**config.mk**
```make
export PLATFORM = sky130hd
export DESIGN_NAME = muxn_stream
export DESIGN_NICKNAME = d
export VERILOG_FILES = /design/src/rtl/muxn_stream.sv
export SDC_FILE = /design/constraint.sdc
export NUM_CORES = 1
export LEC_CHECK = 0
export BUFFER_PORTS_ARGS = -buffer_cell sky130_fd_sc_hd__buf_2
export CORE_MARGIN = 2
export CORE_UTILIZATION = 47
export CTS_CLUSTER_DIAMETER = 150
export DETAILED_ROUTE_END_ITERATION = 7
export PLACE_DENSITY = 0.86
export SYNTH_ARGS = -nofsm -noshare
export SYNTH_HDL_FRONTEND = slang
export SYNTH_SLANG_ARGS = --single-unit
export TNS_END_PERCENT = 100
```
**constraint.sdc**
```tcl
create_clock -name clk -period 4.8 [get_ports clk]
set_input_delay 0.96 -clock clk [delete_from_list [all_inputs] [get_ports clk]]
set_output_delay 0.96 -clock clk [all_outputs]
set_load 0.02 [all_outputs]
```
**src/rtl/muxn_stream.sv**
```systemverilog
// ============================================================================
// Module      : muxn_stream
// Description : N-channel valid/ready stream mux with a single registered
//               output stage. The channel is chosen by explicit select or by
//               round-robin arbitration. Define MUXN_LAST_EN to add
//               in_last/out_last and hold the grant until a packet ends.
// Revision    : 1.0 - initial release
// ============================================================================
`default_nettype none

module muxn_stream #(
  parameter  int N        = 32,
  parameter  int CHANNELS = 4,
  localparam int SW       = $clog2(CHANNELS)
) (
  input  logic                  clk,
  input  logic                  rst_n,
  input  logic                  mode,
  input  logic [SW-1:0]         select,
  input  logic [CHANNELS*N-1:0] in_data,
  input  logic [CHANNELS-1:0]   in_valid,
  output logic [CHANNELS-1:0]   in_ready,
`ifdef MUXN_LAST_EN
  input  logic [CHANNELS-1:0]   in_last,
  output logic                  out_last,
`endif
  output logic [N-1:0]          out_data,
  output logic [SW-1:0]         out_chan,
  output logic                  out_valid,
  input  logic                  out_ready
);

  localparam logic [SW-1:0] c_rr_init = SW'(CHANNELS - 1);

  logic          r_out_valid;
  logic [N-1:0]  r_out_data;
  logic [SW-1:0] r_out_chan;
  logic [SW-1:0] r_rr_last;

  logic          w_load;
  logic          w_any;
  logic          w_accept;
  logic [SW-1:0] w_idx;
  logic [SW-1:0] w_probe;
  logic [N-1:0]  w_sel_data;

`ifdef MUXN_LAST_EN
  localparam logic [0:0] S_IDLE   = 1'b0;
  localparam logic [0:0] S_LOCKED = 1'b1;

  logic [0:0]    r_state;
  logic [SW-1:0] r_lock_chan;
  logic          r_out_last;
`endif

  assign w_load = !r_out_valid || out_ready;

  always_comb begin
    w_any   = 1'b0;
    w_idx   = '0;
    w_probe = '0;
    if (!mode) begin
      w_idx = select;
      w_any = in_valid[select];
    end else begin
      // Offset CHANNELS wraps back onto rr_last itself, so it is searched last.
      for (int k = 1; k <= CHANNELS; k++) begin
        w_probe = r_rr_last + SW'(k);
        if (!w_any && in_valid[w_probe]) begin
          w_any = 1'b1;
          w_idx = w_probe;
        end
      end
    end
`ifdef MUXN_LAST_EN
    if (r_state == S_LOCKED) begin
      w_idx = r_lock_chan;
      w_any = in_valid[r_lock_chan];
    end
`endif
  end

  always_comb begin
    w_sel_data = '0;
    for (int i = 0; i < CHANNELS; i++) begin
      if (w_idx == SW'(i)) begin
        w_sel_data = in_data[i*N +: N];
      end
    end
  end

  assign w_accept = w_load && w_any;

  // Gating with rst_n keeps ready low while reset is held, even though load=1.
  for (genvar i = 0; i < CHANNELS; i++) begin : g_ready
    assign in_ready[i] = rst_n && w_accept && (w_idx == SW'(i));
  end

  always_ff @(posedge clk or negedge rst_n) begin
    if (!rst_n) begin
      r_out_valid <= 1'b0;
      r_out_data  <= '0;
      r_out_chan  <= '0;
      r_rr_last   <= c_rr_init;
    end else if (w_load) begin
      r_out_valid <= w_any;
      if (w_any) begin
        r_out_data <= w_sel_data;
        r_out_chan <= w_idx;
        if (mode) begin
          r_rr_last <= w_idx;
        end
      end
    end
  end

`ifdef MUXN_LAST_EN
  always_ff @(posedge clk or negedge rst_n) begin
    if (!rst_n) begin
      r_state     <= S_IDLE;
      r_lock_chan <= '0;
      r_out_last  <= 1'b0;
    end else if (w_accept) begin
      r_out_last <= in_last[w_idx];
      case (r_state)
        S_IDLE: begin
          if (!in_last[w_idx]) begin
            r_state     <= S_LOCKED;
            r_lock_chan <= w_idx;
          end
        end
        default: begin
          if (in_last[w_idx]) begin
            r_state <= S_IDLE;
          end
        end
      endcase
    end
  end

  assign out_last = r_out_last;
`endif

  assign out_valid = r_out_valid;
  assign out_data  = r_out_data;
  assign out_chan  = r_out_chan;

endmodule

`default_nettype wire

```
==> qor.csv, run 1 <==
stage,metric,value,unit
clock_tree,cts_sinks,37,
synth,synthArstFlopShare,1.00,
timing,timing.slew.headroom,0.398,
finish,final_cell_mix,"buf_2 (176), nand2_1 (66), dfrtp_1 (35), o22ai_1 (32)",
clock_tree,cts.root.buffer_cell,clkbuf_8,
route,dr.pass1.iters,4,
global_routing,grt_pass1_vias,2649,
global_routing,grt-ovfl-total,0,
route,ant_nets,0,
power_and_ir_drop,p_seq_frac,0.308,
clock_tree,cts_htree_levels,2,
timing,rsz0062_at_grt,no,
power_and_ir_drop,vdd_drop_max,0.000194,V
clock_tree,clk_path_buf_depth,2,
route,post-route-drc-count,0,
synth,synth.avg_cell_area,11.0,sq um
floorplan,die_area,0.00682,sq mm
run_status,status,"complete, no violations",
finish,final_common_cell,buf_2,
clock_tree,clk_pin_slew_worst_paths,0.08,ns
synth,synth.cell_area,0.00290,sq mm
timing,finalCritPeriodShare,0.753,
timing,finClkSkew,0.00612,ns
finish,multi_input_area,0.00178,sq mm
clock_tree,numCtsBuffers,5,
finish,syn_to_final_growth,32.4,%
timing,tightestPinTransition,0.899,ns
synth,ys.warnings.count,0,
power_and_ir_drop,power_per_cell_area,394,mW/mm^2
route,drtIter0Drc,68,
critical_path,critPathKind,in2out,
finish,final_nets,566,
synth,synthFlopType,dfrtp_1,
timing,hold_viol_final,0,
power_and_ir_drop,combPwrFrac,0.508,
timing,period_needed,3.61,ns
global_routing,grt_max_degree,65,
min_path,min_path_type,reg2reg,
power_and_ir_drop,p_leak,0.00169,uW
clock_tree,cts_resized,0,
clock_tree,cts_hold_buf,0,
critical_path,crit_required,3.84,ns
critical_path,crit_path_frequent_cell,buf_2,
clock_tree,cts_setup_buffers,0,
critical_path,startpoint_type,input pin,
route,vias_per_cell,5.32,
timing,setup_viol,0,
floorplan,io_pins,177,
synth,synth-seq-cells,37,
clock_tree,clock_latency,0.28,ns
placement,place_ws,1.22,ns
power_and_ir_drop,p_switching,610,uW
floorplan,start_util,0.487,
critical_path,crit_arrival,2.65,ns
route,totalWireLength,7.39,mm
power_and_ir_drop,swShare,0.403,
critical_path,cp_slowest_stage_delay,0.33,ns
timing,max_freq,277,MHz
timing,slew_violations,0,
synth,ys_types,39,
critical_path,path_cells,buf_2 -> nand2b_1 -> a21oi_1 -> or2_2 -> o21a_1 -> buf_4 -> nand3_1 -> nor2b_1 -> buf_2,
floorplan,die-height,82.6,microns
critical_path,critPathSlowestCell,buf_4,
placement,port-buffer-count,176,
route,routed-via-count,2682,
global_routing,track_usage,0.220,
synth,synth-edff-count,0,
finish,regArea,928,sq um
timing,setup_ws,1.19,ns
synth,seq_area_frac_synth,0.320,
power_and_ir_drop,power_frac_clock,0.184,
finish,antenna_cells,0,
critical_path,end_kind,output port,
synth,synthCells,265,
floorplan,die_width,82.6,microns
placement,hpwlAfterDp,5.51,mm
power_and_ir_drop,p_int,904,uW
synth,syn_nets,403,
global_routing,antenna_found_initial,0,
floorplan,row_count,28,
flow_run,cap_violations,0,
floorplan,core,0.00596,sq mm
finish,drive_gt1_frac,0.606,
placement,routabilityCongestion,0.757,
finish,fillers,511,
critical_path,crit_fanout,34,
global_routing,grt_pass1_wl,11.7,mm
route,avgRoutedWirePerCell,14.7,microns
timing,finalSetupTns,0,ns
clock_tree,cts_tree,done,
[per-layer routing]
metal | wire [microns] | share of wire | up-vias | global-route usage
met4 | 101 | 0.014 | 0 | 0.0770
met5 | 0 | 0 | - | 0
met2 | 3910 | 0.53 | 115 | 0.413
met1 | 2890 | 0.39 | 1255 | 0.244
li1 | - | - | 1304 | -
met3 | 493 | 0.067 | 8 | 0.0446
[layout make-up]
class,instances,area share
Multi-Input combinational cell,199,0.462
Sequential cell,37,0.242
Timing Repair Buffer,179,0.235
Tap cell,75,0.0244
Clock buffer,6,0.0215
Clock inverter,2,0.00977
Inverter,6,0.00586
[power by group through the flow]
stage | Combinational (uW) | Clock (uW) | Sequential [uW]
floorplan | 469 | 0 | 581
global placement | 755 | 0 | 465
detailed placement | 777 | 0 | 471
CTS | 776 | 291 | 466
global route | 830 | 304 | 480
finish | 769 | 279 | 466
[critical path: cells and delay by family]
kind	cells	cell delay, ns
AO/OA/AOI/OAI	2	0.42
AND/OR/NAND/NOR	4	0.60
buffers and inverters	3	0.64
[metrics by stage]
stage	instances	cell area, sq um	total power [uW]	util	hold slack (ns)
2_1_floorplan	265	2900	1050	-	0.549
3_3_place_gp	496	3720	1220	0.625	0.507
3_5_place_dp	496	3720	1250	0.625	0.530
4_1_cts	504	3840	1530	0.645	0.548
5_1_grt	504	3840	1610	0.645	0.555
6_report	504	3840	1510	0.645	0.548
[state kept, by name (all words and copies together), names as in the netlist]
signal	cells
out_chan	2
out_data	32
out_valid	1
r_rr_last	2
[Yosys cell counts (all sizes together), types with 3 or more instances]
library cell  instances  share of area
a21oi                 4          0.011
a31oi                34           0.23
buf                  20          0.060
clkbuf                3         0.0039
dfrtp                35           0.30
inv                   6         0.0078
mux2                 32           0.12
nand2                66          0.085
nand3                 3         0.0052
nor2                  3         0.0039
o21ai                 4         0.0069
o22ai                32          0.069
[worst paths after layout]
kind,end,start,slack (ns),cells past startpoint
worst max-delay path,in_ready[0],in_valid[1],1.19,9
max in group asynchronous,out_data[18],rst_n,3.46,1
worst min register to register,out_chan[1],out_chan[1],0.55,2
worst max register to register,out_data[29],r_rr_last[0],2.16,7
worst min-delay path,out_chan[1],out_chan[1],0.55,2
min in group asynchronous,out_data[29],rst_n,0.80,1
[kinds of logic after synthesis]
group / Yosys count / synth area share
compound gates: 82 / 0.346
buf+inv: 29 / 0.0716
flops: 37 / 0.320
simple gates: 83 / 0.123
mux: 34 / 0.140
(Power assumes the default switching activity.)
==> inputs of run 2 (changes only) <==
- CORE_UTILIZATION: 47 -> 40
- PLACE_DENSITY: 0.86 -> 0.78
- clock period: 4.8 -> 3 ns (I/O delays scaled with it)
==> run 2 against run 1 <==
Count of clock-buffer cells in the layout stayed put; sequential power is 61% higher; first-iteration DRC count down 41%; worst hold slack worse by 0.31 ns; die area rose by 17%; clock skew up 0.00053 ns; core utilization down 10 points; via count is 1.4% higher; sequential cell count stayed put; largest cell class unchanged.
==> qor.csv, run 2 (synthesis gave the netlist of run 1 again) <==
stage,metric,value,unit
floorplan,core,0.00714,sq mm
critical_path,critPathKind,reg2out,
global_routing,grt_max_degree,35,
critical_path,end_kind,output port,
critical_path,worstRegToRegCells,7,
timing,hold_viol_final,0,
finish,final_common_cell,buf_2,
clock_tree,cts_tree,done,
clock_tree,cts_hold_buf,0,
route,vias_per_cell,5.10,
floorplan,io_pins,177,
critical_path,crit_required,2.40,ns
clock_tree,clk_pin_slew_worst_paths,0.08,ns
placement,port-buffer-count,176,
critical_path,crit_family,flip-flops,
placement,routabilityCongestion,0.867,
finish,final_nets,571,
clock_tree,cts_sinks,37,
critical_path,r2r-end,out_data[19],
min_path,min_path_type,in2async,
critical_path,crit_arrival,2.00,ns
critical_path,crit_fanout,8,
finish,syn_to_final_growth,33.9,%
flow_run,cap_violations,0,
timing,tightestPinTransition,0.967,ns
route,routed-via-count,2719,
placement,hpwlAfterDp,6.21,mm
timing,period_needed,2.60,ns
route,post-route-drc-count,0,
floorplan,die_width,89.2,microns
clock_tree,cts_htree_levels,2,
timing,timing.slew.headroom,0.352,
clock_tree,clock_latency,0.28,ns
global_routing,antenna_found_initial,0,
timing,finalSetupTns,0,ns
clock_tree,cts_resized,0,
floorplan,die-height,89.2,microns
timing,finClkSkew,0.00665,ns
global_routing,grt_pass1_vias,2722,
power_and_ir_drop,power_per_cell_area,603,mW/mm^2
clock_tree,numCtsBuffers,5,
floorplan,die_area,0.00795,sq mm
route,totalWireLength,8.09,mm
finish,drive_gt1_frac,0.608,
route,avgRoutedWirePerCell,15.2,microns
floorplan,start_util,0.407,
power_and_ir_drop,vdd_drop_max,0.000250,V
route,drtIter0Drc,40,
placement,place_inst,525,
finish,layout.cells.non_filler,533,
finish,antenna_cells,0,
route,ant_nets,0,
power_and_ir_drop,finalPower,2340,uW
run_status,status,"complete, no violations",
timing,rsz0062_at_grt,no,
critical_path,r2r_slack,0.61,ns
route,dr.pass1.iters,4,
critical_path,path_buf_inv,1,
clock_tree,clk_path_buf_depth,2,
finish,largest_register_ffs,32,
timing,slew_violations,0,
finish,regArea,928,sq um
critical_path,timing.rr.start,r_rr_last[0],
critical_path,cp_slowest_stage_delay,0.60,ns
finish,fillers,669,
finish,final_cell_mix,"buf_2 (176), nand2_1 (66), dfrtp_1 (35), o22ai_1 (32)",
clock_tree,cts.root.buffer_cell,clkbuf_8,
global_routing,grt-ovfl-total,0,
power_and_ir_drop,p_leak,0.00171,uW
global_routing,track_usage,0.199,
critical_path,path_cells,a21boi_1 -> o221ai_2 -> nand4_2 -> o21ai_1 -> nor2b_1 -> buf_2,
timing,finalCritPeriodShare,0.865,
floorplan,row_count,31,
finish,multi_input_area,0.00178,sq mm
clock_tree,cts_setup_buffers,0,
critical_path,critPathSlowestCell,dfstp_2,
critical_path,startpoint_type,flop,
global_routing,grt_pass1_wl,12.4,mm
timing,setup_viol,0,
timing,max_freq,385,MHz
run 2: final cells by class:
| class | count | share of cell area |
|---|---|---|
| Clock inverter | 2 | 0.00258 |
| Sequential cell | 37 | 0.239 |
| Inverter | 6 | 0.00580 |
| Clock buffer | 6 | 0.0187 |
| Timing Repair Buffer | 184 | 0.245 |
| Tap cell | 99 | 0.0319 |
| Multi-Input combinational cell | 199 | 0.457 |
run 2: stage by stage:
step | worst slack [ns] | cell area, sq um | utilization | hold slack [ns]
global placement | 0.484 | 3800 | 0.533 | 0.537
CTS | 0.396 | 3890 | 0.545 | 0.239
floorplan | 0.474 | 2900 | - | 0.304
finish | 0.404 | 3890 | 0.545 | 0.243
global route | 0.298 | 3890 | 0.545 | 0.250
detailed placement | 0.390 | 3800 | 0.533 | 0.545
run 2: per-layer routing:
metal / routed length [microns] / vias to the layer above / share of wire / global-route usage
li1: - / 1316 / - / -
met3: 537 / 8 / 0.066 / 0.0397
met4: 76 / 0 / 0.0094 / 0.0570
met1: 3120 / 1274 / 0.39 / 0.227
met2: 4360 / 121 / 0.54 / 0.374
met5: 0 / - / 0 / 0
run 2: how the worst max path moves through the flow:
stage,from,end,cells past startpoint,slack [ns]
final,r_rr_last[1],in_ready[2],6,0.40
after floorplan,mode,in_ready[2],7,0.47
after CTS,r_rr_last[1],in_ready[2],6,0.40
after detailed placement,in_valid[3],out_data[15],7,0.39
after global routing,r_rr_last[1],in_ready[0],6,0.30
after global placement,in_valid[0],out_data[17],8,0.48
run 2: worst register-to-register path, cell delays in order (launching register included):
cell and delay (ns):
dfstp_2 0.58, nand2b_1 0.16, o21ai_1 0.12, o31ai_4 0.30
buf_4 0.41, mux2_2 0.41, o22ai_1 0.25, a31oi_4 0.04
run 2: report_power, final:
| group | switching, uW | internal [uW] |
|---|---|---|
| combinational | 723 | 533 |
| sequential | 92.3 | 657 |
| clock | 175 | 161 |
| total | 991 | 1350 |
==> inputs of run 3 (changes only) <==
- clock period: 3 -> 2.3 ns (I/O delays scaled with it)
==> run 3 against run 2 <==
Count of clock-buffer cells in the layout grew 1; power grew 39%; critical endpoint unchanged; global-route usage grew 0.33 points; the run now ends with negative setup slack left; clock power grew 37%.
==> qor.csv, run 3 (synthesis gave the netlist of run 1 again) <==
stage,metric,value,unit
run_status,status,finished with violations,
run_status,violations,negative setup slack,
timing,fin_hold_ws,0.214,ns
global_routing,grt_max_degree,34,
critical_path,critPathKind,reg2out,
timing,rsz0062_at_grt,yes,
timing,setup_ws,-0.0432,ns
placement,hpwlAfterDp,6.48,mm
route,post-route-drc-count,0,
min_path,min_path_type,in2async,
placement,place_inst,532,
timing,max_freq,427,MHz
critical_path,crit_arrival,1.88,ns
floorplan,die_area,0.00795,sq mm
route,dr.pass1.iters,4,
clock_tree,clk_path_buf_depth,2,
floorplan,die_width,89.2,microns
clock_tree,clock_latency,0.28,ns
timing,finClkSkew,0.00270,ns
timing,period_needed,2.34,ns
critical_path,end_kind,output port,
route,vias_per_cell,5.10,
timing,timing.slew.headroom,0.747,
route,wl_met2,4.70,mm
route,drt-met1-wl,3.25,mm
flow_run,cap_violations,0,
critical_path,startpoint_type,flop,
clock_tree,numCtsBuffers,5,
finish,final_common_cell,buf_2,
timing,finalCritPeriodShare,1.02,
clock_tree,cts_sinks,37,
route,avgRoutedWirePerCell,15.7,microns
floorplan,start_util,0.407,
critical_path,critPathSlowestCell,dfstp_2,
critical_path,cp_slowest_stage_delay,0.62,ns
clock_tree,cts_htree_levels,2,
finish,drive_gt1_frac,0.661,
finish,design_area,0.00418,sq mm
global_routing,grt_pass1_wl,12.6,mm
floorplan,row_count,31,
finish,largest_register_ffs,32,
finish,syn_to_final_growth,44.0,%
clock_tree,cts_tree,done,
placement,placed_area,0.00391,sq mm
floorplan,io_pins,177,
critical_path,crit_required,1.84,ns
power_and_ir_drop,finalPower,3250,uW
global_routing,antenna_found_initial,0,
placement,place_ws,-0.0659,ns
route,routed-via-count,2780,
critical_path,path_cells,a21boi_2 -> o221ai_2 -> nand4_2 -> o21ai_4 -> nor2b_4 -> buf_6,
timing,tightestPinTransition,0.380,ns
power_and_ir_drop,vdd_drop_max,0.000291,V
timing,hold_viol_final,0,
placement,port-buffer-count,176,
clock_tree,clk_pin_slew_worst_paths,0.07,ns
global_routing,grt-ovfl-total,0,
finish,layout.cells.non_filler,545,
clock_tree,cts.root.buffer_cell,clkbuf_8,
power_and_ir_drop,power_per_cell_area,778,mW/mm^2
route,totalWireLength,8.56,mm
global_routing,grt_pass1_vias,2762,
critical_path,crit_fanout,8,
route,route.met3.wl,515,microns
floorplan,die-height,89.2,microns
timing,slew_violations,0,
global_routing,track_usage,0.203,
route,topRoutingLayerUsed,met4,
finish,final_cell_mix,"buf_2 (172), nand2_1 (66), dfrtp_1 (35), mux2_2 (30), a31oi_4 (30)",
floorplan,core,0.00714,sq mm
placement,routabilityCongestion,0.893,
finish,antenna_cells,0,
route,drtIter0Drc,86,
power_and_ir_drop,p_leak,0.00183,uW
route,ant_nets,0,
timing,setup_viol,3,
finish,final_nets,584,
[run 3: cell types whose count changed in the layout (fill, tap and decap cells not counted), sizes merged]
cell / before / now
buf: 184 / 197
clkinv: 2 / 0
clkbuf: 6 / 7
[run 3: path summary, 6_finish.rpt]
kind                                endpoint  slack, ns          from  cells after the start
worst max-delay path             in_ready[2]      -0.04  r_rr_last[1]                      6
min in group clk                   out_valid       0.37     out_ready                      2
worst max register to register  out_data[25]       0.08  r_rr_last[0]                      9
worst min register to register   out_chan[1]       0.56   out_chan[1]                      2
max in group asynchronous       out_data[15]       1.81         rst_n                      2
worst min-delay path             out_data[5]       0.21         rst_n                      2
[run 3: timing repair]
item	4_1_cts	5_1_grt
resized for setup	6	24
hold buffers	0	0
hold endpoints to repair	0	0
endpoints found under the setup margin	9	17
buffers inserted	3	3
pin swaps	2	6
cloned	0	0
[run 3: area by class of cell]
cell class,instances,area (sq um)
multi-input combinational,199,1900
sequential,37,928
timing repair buffer,197,1120
clock buffer,7,86.3
inverter,6,22.5
tap,99,124
fill,656,2960
[run 3: stage by stage]
stage | setup TNS, ns | util
6_report | -0.0673 | 0.586
5_1_grt | -0.371 | 0.586
4_1_cts | 0 | 0.566
3_5_place_dp | -0.743 | 0.547
3_3_place_gp | 0 | 0.547
2_1_floorplan | 0 | -
[run 3: metal layers]
layer  track usage  up-vias
met5             0        -
met4        0.0611        0
met3        0.0388        7
met2         0.380      125
met1         0.231     1315
li1              -     1333
[run 3: power by group]
group | internal, uW | switching [uW] | leakage, uW
clock | 238 | 222 | 0.0000443
combinational | 809 | 998 | 0.00138
sequential | 857 | 129 | 0.000408
total | 1900 | 1350 | 0.00183
[run 3: worst max-delay path, delay by kind of cell (launching register included)]
kind | cells | cell delay, ns
DFF | 1 | 0.62
AOI/OAI and AO/OA | 3 | 0.45
and+or+nand+nor | 2 | 0.40
buffers and inverters | 1 | 0.13
